### src/rtl/angstrom_pkg.sv
// Shared constants, FSM encoding and op codes for the RAM initiator.
// Burst support in ram_master is selected by RAM_MASTER_BURST_EN.
package angstrom_pkg;

   localparam int ADDR_W = 12;
   localparam int DATA_W = 4;
   localparam int LEN_W  = 4;

   typedef enum logic [2:0] {
      S_IDLE    = 3'd0,
      S_ACCESS  = 3'd1,
      S_CAPTURE = 3'd2,
      S_RESP    = 3'd3,
      S_DONE    = 3'd4
   } state_t;

   localparam logic OP_RD = 1'b0;
   localparam logic OP_WR = 1'b1;

   // Wraps naturally at 2^ADDR_W.
   function automatic logic [ADDR_W-1:0] addr_inc(
      input logic [ADDR_W-1:0] a
   );
      return a + {{(ADDR_W-1){1'b0}}, 1'b1};
   endfunction

endpackage

### src/rtl/ram_burst_ctr.sv
// Burst address/beat counter for ram_master.
// Built only when RAM_MASTER_BURST_EN is defined.
module ram_burst_ctr
   import angstrom_pkg::*;
(
   input  logic              clk,
   input  logic              rst_n,
   input  logic              load,
   input  logic              step,
   input  logic [ADDR_W-1:0] start_addr,
   input  logic [LEN_W-1:0]  start_cnt,
   output logic [ADDR_W-1:0] addr,
   output logic              last
);

   logic [LEN_W-1:0] cnt;

   always_ff @(posedge clk or negedge rst_n) begin
      if (!rst_n) begin
         addr <= '0;
         cnt  <= '0;
      end else if (load) begin
         addr <= start_addr;
         cnt  <= start_cnt;
      end else if (step) begin
         addr <= addr_inc(addr);
         cnt  <= cnt - {{(LEN_W-1){1'b0}}, 1'b1};
      end
   end

   assign last = (cnt == '0);

endmodule

### src/rtl/ram_master.sv
// Single/burst request initiator sequencing the 4K x 4 RAM strobes.
// Define RAM_MASTER_BURST_EN to honour req_len (1..16 beats).
module ram_master
   import angstrom_pkg::*;
(
   input  logic              clk,
   input  logic              rst_n,
   input  logic              req_valid,
   output logic              req_ready,
   input  logic              req_wr,
   input  logic [ADDR_W-1:0] req_addr,
   input  logic [DATA_W-1:0] req_data,
   input  logic [LEN_W-1:0]  req_len,
   output logic              rsp_valid,
   input  logic              rsp_ready,
   output logic [DATA_W-1:0] rsp_data,
   output logic              done,
   output logic              ram_write,
   output logic              ram_read,
   output logic [ADDR_W-1:0] ram_addr,
   output logic [DATA_W-1:0] ram_in,
   input  logic [DATA_W-1:0] ram_out
);

   state_t            state_q;
   state_t            state_d;
   logic              ready_en_q;
   logic              op_q;
   logic [DATA_W-1:0] data_q;
   logic [DATA_W-1:0] rsp_data_q;
   logic [ADDR_W-1:0] cur_addr;
   logic              last;
   logic              accept;
   logic              step;

   // ready_en holds req_ready low for the first cycle out of reset.
   assign accept = (state_q == S_IDLE) && ready_en_q && req_valid;

   always_comb begin
      state_d = state_q;
      step    = 1'b0;
      unique case (state_q)
         S_IDLE: begin
            if (accept) state_d = S_ACCESS;
         end
         S_ACCESS: begin
            if (op_q == OP_WR) begin
               if (last) state_d = S_DONE;
               else      step    = 1'b1;
            end else begin
               state_d = S_CAPTURE;
            end
         end
         S_CAPTURE: state_d = S_RESP;
         S_RESP: begin
            if (rsp_ready) begin
               if (last) begin
                  state_d = S_DONE;
               end else begin
                  step    = 1'b1;
                  state_d = S_ACCESS;
               end
            end
         end
         S_DONE:  state_d = S_IDLE;
         default: state_d = S_IDLE;
      endcase
   end

   always_ff @(posedge clk or negedge rst_n) begin
      if (!rst_n) begin
         state_q    <= S_IDLE;
         ready_en_q <= 1'b0;
         op_q       <= OP_RD;
         data_q     <= '0;
         rsp_data_q <= '0;
      end else begin
         state_q    <= state_d;
         ready_en_q <= 1'b1;
         if (accept) begin
            op_q   <= req_wr;
            data_q <= req_data;
         end
         if (state_q == S_CAPTURE) rsp_data_q <= ram_out;
      end
   end

`ifdef RAM_MASTER_BURST_EN
   ram_burst_ctr u_ctr (
      .clk        (clk),
      .rst_n      (rst_n),
      .load       (accept),
      .step       (step),
      .start_addr (req_addr),
      .start_cnt  (req_len),
      .addr       (cur_addr),
      .last       (last)
   );
`else
   logic unused_burst;

   always_ff @(posedge clk or negedge rst_n) begin
      if (!rst_n)      cur_addr <= '0;
      else if (accept) cur_addr <= req_addr;
   end

   // Every request is a single beat.
   assign last         = 1'b1;
   assign unused_burst = ^{req_len, step};
`endif

   assign req_ready = (state_q == S_IDLE) && ready_en_q;
   assign ram_write = (state_q == S_ACCESS) && (op_q == OP_WR);
   assign ram_read  = (state_q == S_ACCESS) && (op_q == OP_RD);
   assign ram_addr  = cur_addr;
   assign ram_in    = data_q;
   assign rsp_valid = (state_q == S_RESP);
   assign rsp_data  = rsp_data_q;
   assign done      = (state_q == S_DONE);

endmodule

### config.mk
export PLATFORM = sky130hd
export DESIGN_NAME = ram_master
export DESIGN_NICKNAME = d
export VERILOG_FILES = /design/src/rtl/angstrom_pkg.sv /design/src/rtl/ram_burst_ctr.sv /design/src/rtl/ram_master.sv
export SDC_FILE = /design/constraint.sdc
export NUM_CORES = 1
export LEC_CHECK = 0
export ABC_AREA = 1
export ABC_CLOCK_PERIOD_IN_PS = 1300
export BUFFER_PORTS_ARGS = -buffer_cell sky130_fd_sc_hd__buf_2
export CAP_MARGIN = 40
export CORE_ASPECT_RATIO = 1.1
export CORE_UTILIZATION = 40
export DETAILED_ROUTE_END_ITERATION = 6
export GPL_TIMING_DRIVEN = 0
export HOLD_SLACK_MARGIN = 0.1
export PLACE_DENSITY = 0.71
export SKIP_CTS_REPAIR_TIMING = 1
export SYNTH_ARGS = -nofsm -noshare
export SYNTH_HDL_FRONTEND = slang
export SYNTH_SLANG_ARGS = --single-unit
### constraint.sdc
create_clock -name clk -period 1.3 [get_ports clk]
set_clock_uncertainty 0.15 [all_clocks]
set_input_delay 0.065 -clock clk [delete_from_list [all_inputs] [get_ports clk]]
set_output_delay 0.065 -clock clk [all_outputs]
set_load 0.02 [all_outputs]
==> reports/metrics.cfg, run 1 <==
[yosys]
synth_top_area_cell=dfrtp_1
synth.area.top_cells=dfrtp_1, nand2_1, nand3_1, buf_6, inv_1
ys_seq_elements=25
postSynthNetCount=150
synth_cells=121
synth.mux.area_fraction=0
ys.warnings.count=0
yosys.cell_count.top_type=nand2_1
post_synth_num_cell_types=16
synth_top_family_by_area=simple AND/OR/NAND/NOR gates
synth_compound_area_frac=0.0138
synth_enable_flop_cells=0
synth_adder_area_share=0
synth-xor-area-share=0
synth.top_cell.area_share=0.575
synth.cells.most_frequent=nand2_1, dfrtp_1, nand3_1
yosys.area_share.simple=0.343
syn-mean-instance-area_sq_um=8.99
syn_area_sq_um=1090
synth-main-ff-cell=dfrtp_1
share_of_async_settable_or_async_resettable_flops_after_synthesis=1.00
sequential_element_share_of_the_synthesized_area=0.575

[routing]
drt_first_iter_violations=22
drt_wl_total_mm=2.97
final_antenna_net_count=0
routed-via-count=1131
drc_errors_left=0
wl_per_cell_um=12.5
viasPerCell=4.77
detail_route.first_pass.iterations=4

[critical_path]
worst-path-max-fanout=5
cp_launch_point=state_q[0]
timing.critical_path.to_type=output port
critical_path.cell_chain=nor2_4 -> nand2_4 -> nor2_8 -> buf_6 -> buf_6
cp_common_cell=buf_6
cp_data_arrival_time_ns=1.37
critical-path-top-delay-family=flip-flops
worst_r2r_startpoint=state_q[0]
register_to_register_setup_slack_ns=-0.26
worstPathBufferInverterCount=2
timing.reg2reg.worst_path_depth=8
timing.rr.end=ram_in[1]
cp_slowest_cell=dfrtp_2
start_kind=flip-flop
timing.critical_path.slowest_cell_delay_ns=0.46
cp.required_ns=1.09
setup.worst_path.class=reg -> out

[timing]
final-hold-violation-count=7
timing.final.ws_setup_ns=-0.289
max_clock_freq_mhz=629
slew_viol_final=0
period_needed_ns=1.59
worst_hold_slack_ns=-0.0892
timing.final.crit_share=1.22
worstMarginPinSlew_ns=0.551
setup_repair_after_global_routing_missed_its_margin=true
worst_slew_margin_rel=0.633
timing.final.setup_violations=22

[cts]
clock-root-buffer=clkbuf_4
clk_pin_slew_worst_setup_hold_paths_ns=0.14
cts_tree=yes
sink_count_of_the_clock_tree=25
h-tree-depth=1
clk-insertion-delay-late_ns=0.31
cts_buffers=3
max_buffers_root_to_sink=2

[cells_and_area]
finalCoreUtilization=0.685
fill_cells=215
syn_to_final_growth_pct=60.2
footprint_of_the_multi_input_gates_sq_um=413
nNetsFinal=236
antenna_cells_inserted=0
sequential_cell_area_sq_um=627
drive_gt1_frac=0.369

[global_route]
pin_count_of_the_biggest_net_entering_global_routing=26
number_of_global_route_vias_before_repair=921
grt_overflow_total=0
globalRoute.busiestLayer=met2
global_route.usage.total=0.177
antenna_found_initial=0
grt_pass1_wl_mm=3.91
groute.layer.met3.usage=0.0298
use_met2=0.278
groute.layer.met1.usage=0.240

[die]
rows=19
die_w_um=51.7
core_region_area_sq_um=2540
ioPinCount=54
floorplan.die.height_um=56.7
die_area_sq_um=2930
initial_utilization=0.427

[job]
timing.max_cap.violations=0

[placed_design]
dpl.hpwl_mm=1.68
buffer_ports.inserted=49
place_congestion=0.778

[run_status]
failed_checks=negative hold slack, negative setup slack
status=finished with violations

[power_and_ir_drop]
power_mw=3.62
power_per_cell_area_nw_per_um2=2080
maximum_vdd_ir_drop_mv=1.41
cellLeakagePower_nw=0.981

[min_path]
min_path_cells=4
hold_path_class=in -> reg
worstHoldStart=req_valid
worst_hold_path.endpoint=ram_addr[7]

final cells by class:
cell class              count  area share
plain buffers               5      0.0251
multi-input cells          84       0.237
well taps                  31      0.0223
flip-flops and latches     25       0.360
inverters                   7      0.0165
clock buffers               4      0.0151
repair buffers             81       0.324
worst reg2reg max path, delay by kind of cell, from the launching register on:
kind | cells | cell delay, ns
flip-flops | 1 | 0.46
AND/OR/NAND/NOR | 6 | 0.54
buffers and inverters | 2 | 0.31
routing by layer:
layer	vias up	share of wire	routed length, um
li1	549	-	-
met1	532	0.40	1180
met2	42	0.53	1570
met3	8	0.048	143
met4	0	0.027	79
met5	-	0	0
sequential cells by signal, summed over array words and instances (netlist names):
signal and count:
rsp_data 4, state_q 3, ram_in 4, op_q 1, ram_addr 12, ready_en_q 1
worst max-delay path by stage:
| stage | end | slack (ns) | cells past startpoint |
|---|---|---|---|
| 5_1_grt | ram_addr[11] | -0.34 | 8 |
| 6_report | req_ready | -0.29 | 5 |
| 3_3_place_gp | ram_in[1] | -0.19 | 7 |
| 3_5_place_dp | ram_in[3] | -0.20 | 7 |
| 2_1_floorplan | ram_addr[0] | -0.07 | 7 |
| 4_1_cts | req_ready | -0.47 | 5 |
stage by stage:
step                area, sq um  hold slack (ns)  TNS, ns  setup slack (ns)  cells
floorplan                  1100           -0.381   -0.772           -0.0724    121
global placement           1380          -0.0683    -2.26            -0.186    201
detailed placement         1380          -0.0581    -2.35            -0.197    201
CTS                        1410           -0.414    -3.94            -0.471    205
global route               1740          -0.0654    -5.98            -0.345    237
finish                     1740          -0.0892    -4.40            -0.289    237
kinds of logic (layout without fill, tap and decap cells):
group,after synthesis,in the layout
compound gates,3,3
simple gates,80,80
buf+inv,12,97
other cells,1,1
flops,25,25
layout by cell type (no fill, tap or decap):
cell type      count
conb_1             1
clkbuf_4           3
nor2_8             1
nand2_4            2
inv_4              1
clkbuf_1           1
dlygate4sd3_1     25
buf_6              4
nor2_1             3
inv_1              6
nand2_1           45
o21ai_0            1
nand3_1           21
nand3b_1           1
buf_4             11
a21oi_1            1
nand2_2            2
nor2_2             1
dfrtp_2            1
a21oi_2            1
dfrtp_1           24
buf_2             46
nor3_1             1
nor2_4             1
nor3_2             2
where the power goes:
part	internal [mW]	switching (mW)
logic	0.774	1.18
clock network	0.120	0.227
registers	1.12	0.198
Power figures use the tool's default switching activity.
==> inputs of run 2 (changes only) <==
ABC_CLOCK_PERIOD_IN_PS = 1700   (was 1300)
CORE_UTILIZATION = 44   (was 40)
PLACE_DENSITY = 0.74   (was 0.71)
clock period = 1.7 ns   (was 1.3 ns; I/O delays follow)
==> run 2 against run 1 <==
Effect of this change: the run now ends clean; sequential power fell by 23%; total power fell by 24%; worst hold slack improved by 0.22 ns; critical endpoint is now ram_addr[1]; routed wire length fell by 3.5%; count of clock-buffer cells in the layout did not move; non-clock buffer count did not move.
==> reports/metrics.cfg, run 2 (synthesis gave the netlist of run 1 again) <==
[run_status]
status=completed  ; was finished with violations

[timing]
slew_viol_final=0  ; unchanged
worstMarginPinSlew_ns=0.548  ; was 0.551 ns
timing.final.setup_violations=0  ; was 22
worst_slew_margin_rel=0.634  ; was 0.633
period_needed_ns=1.67
max_clock_freq_mhz=599
timing.final.ws_setup_ns=0.0303  ; was -0.289 ns
final-hold-violation-count=0  ; was 7
timing.final.crit_share=0.982
setup_repair_after_global_routing_missed_its_margin=true  ; unchanged

[routing]
drc_errors_left=0  ; unchanged
maxUsedRoutingLayer=met4  ; unchanged
wl_per_cell_um=12.1  ; was 12.5 um
routed-via-count=1114  ; was 1131
sum_of_routed_wire_segments_on_met1_mm=1.22  ; was 1.18 mm
final_antenna_net_count=0  ; unchanged
drt_wl_total_mm=2.86  ; was 2.97 mm
dr_wl_met3_um=148  ; was 143 um
detail_route.first_pass.iterations=4  ; unchanged
met2_length_mm=1.43  ; was 1.57 mm
drt_first_iter_violations=14  ; was 22
viasPerCell=4.72  ; was 4.77

[cts]
sink_count_of_the_clock_tree=25  ; unchanged
cts_tree=yes  ; unchanged
max_buffers_root_to_sink=2  ; unchanged
clk_pin_slew_worst_setup_hold_paths_ns=0.13  ; was 0.14 ns
h-tree-depth=1  ; unchanged
clk-insertion-delay-late_ns=0.31  ; about the same
cts_buffers=3  ; unchanged
clock-root-buffer=clkbuf_4  ; unchanged

[power_and_ir_drop]
power_per_cell_area_nw_per_um2=1610  ; was 2080 nW/um^2
power_mw=2.74  ; was 3.62 mW
cellLeakagePower_nw=0.976  ; was 0.981 nW
maximum_vdd_ir_drop_mv=1.15  ; was 1.41 mV

[cells_and_area]
mostFrequentLayoutCell=buf_2  ; unchanged
largest_reg_flops=12  ; unchanged
syn_to_final_growth_pct=56.7  ; was 60.2%
antenna_cells_inserted=0  ; unchanged
stdcell_count=236  ; was 237
fill_cells=187  ; was 215
layout_common_cells=buf_2, nand2_1, dlygate4sd3_1, dfrtp_1, nand3_1  ; was buf_2, nand2_1, dlygate4sd3_1
nNetsFinal=236  ; unchanged
drive_gt1_frac=0.345  ; was 0.369

[critical_path]
cp_slowest_cell=dfrtp_1  ; was dfrtp_2
timing.critical_path.to_type=flip-flop  ; was output port
register_to_register_setup_slack_ns=0.03  ; was -0.26 ns
worst_r2r_startpoint=state_q[2]  ; was state_q[0]
endpoint=ram_addr[1]  ; was req_ready
cp_data_arrival_time_ns=1.72  ; was 1.37 ns
setup.worst_path.class=reg -> reg  ; was reg -> out
cp.required_ns=1.75  ; was 1.09 ns
timing.reg2reg.worst_path_depth=8  ; unchanged
worst-path-max-fanout=10  ; was 5
timing.rr.end=ram_addr[1]  ; was ram_in[1]
timing.critical_path.slowest_cell_delay_ns=0.43  ; was 0.46 ns
start_kind=flip-flop  ; unchanged
cp_launch_point=state_q[2]  ; was state_q[0]
critical_path.cell_chain=nor2_4 -> nand2_4 -> nor2_8 -> buf_4 -> nand2_4 -> buf_6 -> nand2_1 -> nand2_1  ; was nor2_4 -> nand2_4 -> nor2_8 -> buf_6 -> buf_6

[die]
rows=18  ; was 19
ioPinCount=54  ; unchanged
floorplan.die.height_um=54.1  ; was 56.7 um
core_region_area_sq_um=2300  ; was 2540 sq um
die_w_um=49.4  ; was 51.7 um
die_area_sq_um=2670  ; was 2930 sq um
initial_utilization=0.473  ; was 0.427

[placed_design]
dpl.hpwl_mm=1.65  ; was 1.68 mm
buffer_ports.inserted=49  ; unchanged
place_congestion=0.755  ; was 0.778
dpl_worst_slack_ns=0.130  ; was -0.197 ns
placed_cells=200  ; was 201

[global_route]
grt_overflow_total=0  ; unchanged
global_route.usage.total=0.194  ; was 0.177
grt_pass1_wl_mm=3.83  ; was 3.91 mm
pin_count_of_the_biggest_net_entering_global_routing=26  ; unchanged
number_of_global_route_vias_before_repair=944  ; was 921
antenna_found_initial=0  ; unchanged

[job]
timing.max_cap.violations=0  ; unchanged

[min_path]
hold_path_class=in -> async  ; was in -> reg

[run 2: cell types whose count changed in the layout (fill, tap and decap cells not counted), moves of 2 or more]
| cell | before | now |
|---|---|---|
| nand2_2 | 2 | 0 |
| buf_4 | 11 | 8 |
| nor3_2 | 2 | 0 |
| nand2_1 | 45 | 47 |
| buf_2 | 46 | 50 |
| nor3_1 | 1 | 3 |
[run 2: how the worst min path moves through the flow]
| stage | slack (ns) | cells after the start | startpoint | to |
|---|---|---|---|---|
| floorplan | -0.36 | 0 | rst_n | op_q |
| global placement | -0.05 | 1 | rst_n | ram_addr[9] |
| detailed placement | -0.05 | 1 | rst_n | ram_addr[8] |
| CTS | -0.40 | 1 | rst_n | ram_addr[8] |
| global route | 0.15 | 2 | rst_n | ram_addr[8] |
| finish | 0.13 | 2 | rst_n | ram_addr[8] |
[run 2: per-stage QoR]
stage	setup TNS [ns]	hold WS, ns	area (sq um)	util
final	0	0.127	1700	0.742
after detailed placement	0	-0.0491	1370	0.596
after floorplan	0	-0.361	1090	-
after global routing	-0.343	0.154	1700	0.742
after global placement	0	-0.0505	1370	0.596
after CTS	-0.145	-0.402	1400	0.608
[run 2: critical path, delay by kind of cell (launching register included)]
kind	cells	cell delay [ns]
flip-flops	1	0.43
buffers and inverters	2	0.32
AND/OR/NAND/NOR	6	0.65
[run 2: where the power goes]
part           internal (mW)  leakage [nW]  switching [mW]  total [mW]
sequential             0.860         0.310           0.150        1.01
clock                 0.0915        0.0150           0.165       0.256
combinational          0.589         0.651           0.885        1.47
total                   1.54         0.976            1.20        2.74
[run 2: cell type report]
class                   instances  area (sq um)  share of cell area
inverters                       7          26.3              0.0154
well taps                      30          37.5              0.0220
repair buffers                 81           552               0.324
flip-flops and latches         25           627               0.368
clock buffers                   4          26.3              0.0154
plain buffers                   5          43.8              0.0257
multi-input cells              84           392               0.230
[run 2: layer usage]
metal | GRT usage | vias to the layer above
met5 | 0 | -
met4 | 0.0952 | 0
met3 | 0.0452 | 6
met2 | 0.333 | 43
met1 | 0.233 | 516
li1 | - | 549
==> inputs of run 3 (changes only) <==
REMOVE_ABC_BUFFERS = 1   (was not set)
==> run 3 against run 2 <==
Effect of this change: cell area fell by 3.7%; combinational power fell by 10%; core utilization fell by 2.8 points; sequential power barely moved; critical path type is now reg -> out.
==> reports/metrics.cfg, run 3 (synthesis gave the netlist of run 1 again) <==
[critical_path]
cp_launch_point=state_q[1]  ; was state_q[2]
cp_data_arrival_time_ns=1.39  ; was 1.72 ns
cp.required_ns=1.46  ; was 1.75 ns
worst_r2r_startpoint=state_q[1]  ; was state_q[2]
start_kind=flip-flop  ; unchanged
timing.rr.end=ram_addr[5]  ; was ram_addr[1]
timing.critical_path.to_type=output port  ; was flip-flop
setup.worst_path.class=reg -> out  ; was reg -> reg
endpoint=req_ready  ; was ram_addr[1]
register_to_register_setup_slack_ns=0.16  ; was 0.03 ns
timing.reg2reg.worst_path_depth=7  ; was 8
worst-path-max-fanout=12  ; was 10

[cts]
max_buffers_root_to_sink=2  ; unchanged
clk_pin_slew_worst_setup_hold_paths_ns=0.12  ; was 0.13 ns
clock-root-buffer=clkbuf_4  ; unchanged
cts_tree=yes  ; unchanged
sink_count_of_the_clock_tree=25  ; unchanged
clk-insertion-delay-late_ns=0.31  ; about the same
cts_buffers=3  ; unchanged
h-tree-depth=1  ; unchanged

[power_and_ir_drop]
power_per_cell_area_nw_per_um2=1590  ; was 1610 nW/um^2
cellLeakagePower_nw=0.943  ; was 0.976 nW
share_seq_of_total_power=0.398  ; was 0.368
power.combinational.fraction=0.506  ; was 0.538
maximum_vdd_ir_drop_mv=0.952  ; was 1.15 mV
clkPwrFrac=0.096  ; was 0.093
cellInternalPower_mw=1.44  ; was 1.54 mW
netSwitchingFraction=0.448  ; was 0.438
switching_power_mw=1.16  ; was 1.20 mW

[timing]
period_needed_ns=1.62  ; was 1.67 ns
timing.final.crit_share=0.954  ; was 0.982
worst_slew_margin_rel=0.645  ; was 0.634
setup_repair_after_global_routing_missed_its_margin=false  ; was true
worstMarginPinSlew_ns=0.533  ; was 0.548 ns
slew_viol_final=0  ; unchanged
max_clock_freq_mhz=616  ; was 599 MHz
final-hold-violation-count=0  ; unchanged
worst_hold_slack_ns=0.130  ; was 0.127 ns
timing.final.setup_violations=0  ; unchanged

[cells_and_area]
syn_to_final_growth_pct=50.9  ; was 56.7%
antenna_cells_inserted=0  ; unchanged
fill_cells=193  ; was 187
layout_common_cells=buf_2, nand2_1, dlygate4sd3_1, dfrtp_1, nand3_1  ; unchanged
finalCoreUtilization=0.714  ; was 0.742
footprint_of_the_multi_input_gates_sq_um=392  ; unchanged
nNetsFinal=229  ; was 236
mostFrequentLayoutCell=buf_2  ; unchanged
drive_gt1_frac=0.327  ; was 0.345
sequential_cell_area_sq_um=627  ; unchanged
largest_reg_flops=12  ; unchanged

[die]
initial_utilization=0.473  ; unchanged
rows=18  ; unchanged
die_area_sq_um=2670  ; unchanged
die_w_um=49.4  ; unchanged
floorplan.die.height_um=54.1  ; unchanged
core_region_area_sq_um=2300  ; unchanged
ioPinCount=54  ; unchanged

[routing]
drc_errors_left=0  ; unchanged
final_antenna_net_count=0  ; unchanged
viasPerCell=4.81  ; was 4.72
routed-via-count=1102  ; was 1114
drt_wl_total_mm=2.67  ; was 2.86 mm
drt_first_iter_violations=21  ; was 14
wl_per_cell_um=11.7  ; was 12.1 um
detail_route.first_pass.iterations=4  ; unchanged

[global_route]
antenna_found_initial=0  ; unchanged
global_route.usage.total=0.175  ; was 0.194
grt_overflow_total=0  ; unchanged
number_of_global_route_vias_before_repair=769  ; was 944
grt_pass1_wl_mm=3.39  ; was 3.83 mm
pin_count_of_the_biggest_net_entering_global_routing=26  ; unchanged

[job]
timing.max_cap.violations=0  ; unchanged

[placed_design]
buffer_ports.inserted=49  ; unchanged
place_congestion=0.715  ; was 0.755
dpl.hpwl_mm=1.59  ; was 1.65 mm

[run_status]
status=completed  ; unchanged

[min_path]
hold_path_class=in -> async  ; unchanged

[run 3: cell types whose count changed in the layout (fill, tap and decap cells not counted)]
cell,change
buf_2,-1
buf_4,-2
buf_6,-4
clkbuf_1,-1
clkinv_2,+1
[run 3: worst min-delay path by stage]
stage,to,slack [ns],cells past startpoint
CTS,rsp_data[2],-0.40,1
global placement,state_q[2],-0.05,1
finish,state_q[2],0.13,2
floorplan,op_q,-0.36,0
detailed placement,state_q[2],-0.05,1
global route,ram_addr[10],0.16,2
[run 3: critical path, stage by stage, from the launching register on]
cell and delay [ns]:
dfrtp_2 0.49, inv_2 0.11, nand2_4 0.08, nor2_8 0.20
buf_2 0.20
[run 3: cell type report]
class,instances,share of cell area
Inverter,7,0.0160
Clock inverter,1,0.00305
Timing Repair Buffer,79,0.323
Multi-Input combinational cell,84,0.239
Clock buffer,3,0.0137
Tap cell,30,0.0229
Sequential cell,25,0.382
[run 3: per-stage QoR]
step / setup TNS [ns] / instances / instance area (sq um) / setup slack [ns] / power (mW)
2_1_floorplan: 0 / 116 / 1040 / 0.234 / 1.82
3_3_place_gp: 0 / 195 / 1330 / 0.165 / 2.19
3_5_place_dp: 0 / 195 / 1330 / 0.112 / 2.24
4_1_cts: -0.0932 / 199 / 1350 / -0.0932 / 2.49
5_1_grt: 0 / 229 / 1640 / 0.000186 / 2.80
6_report: 0 / 229 / 1640 / 0.0775 / 2.60
[run 3: layer usage]
metal,routed length (um),share of wire,vias up,GRT usage
met5,0,0,-,0
met4,51,0.019,0,0.114
met3,166,0.062,4,0.0198
met2,1290,0.48,49,0.283
met1,1160,0.43,513,0.227
li1,-,-,536,-
[run 3: power groups by stage]
stage	clock [mW]	combinational [mW]	sequential (mW)
detailed placement	0	1.20	1.04
global route	0.291	1.45	1.06
global placement	0	1.16	1.03
CTS	0.261	1.20	1.03
finish	0.251	1.32	1.04
floorplan	0	0.512	1.31
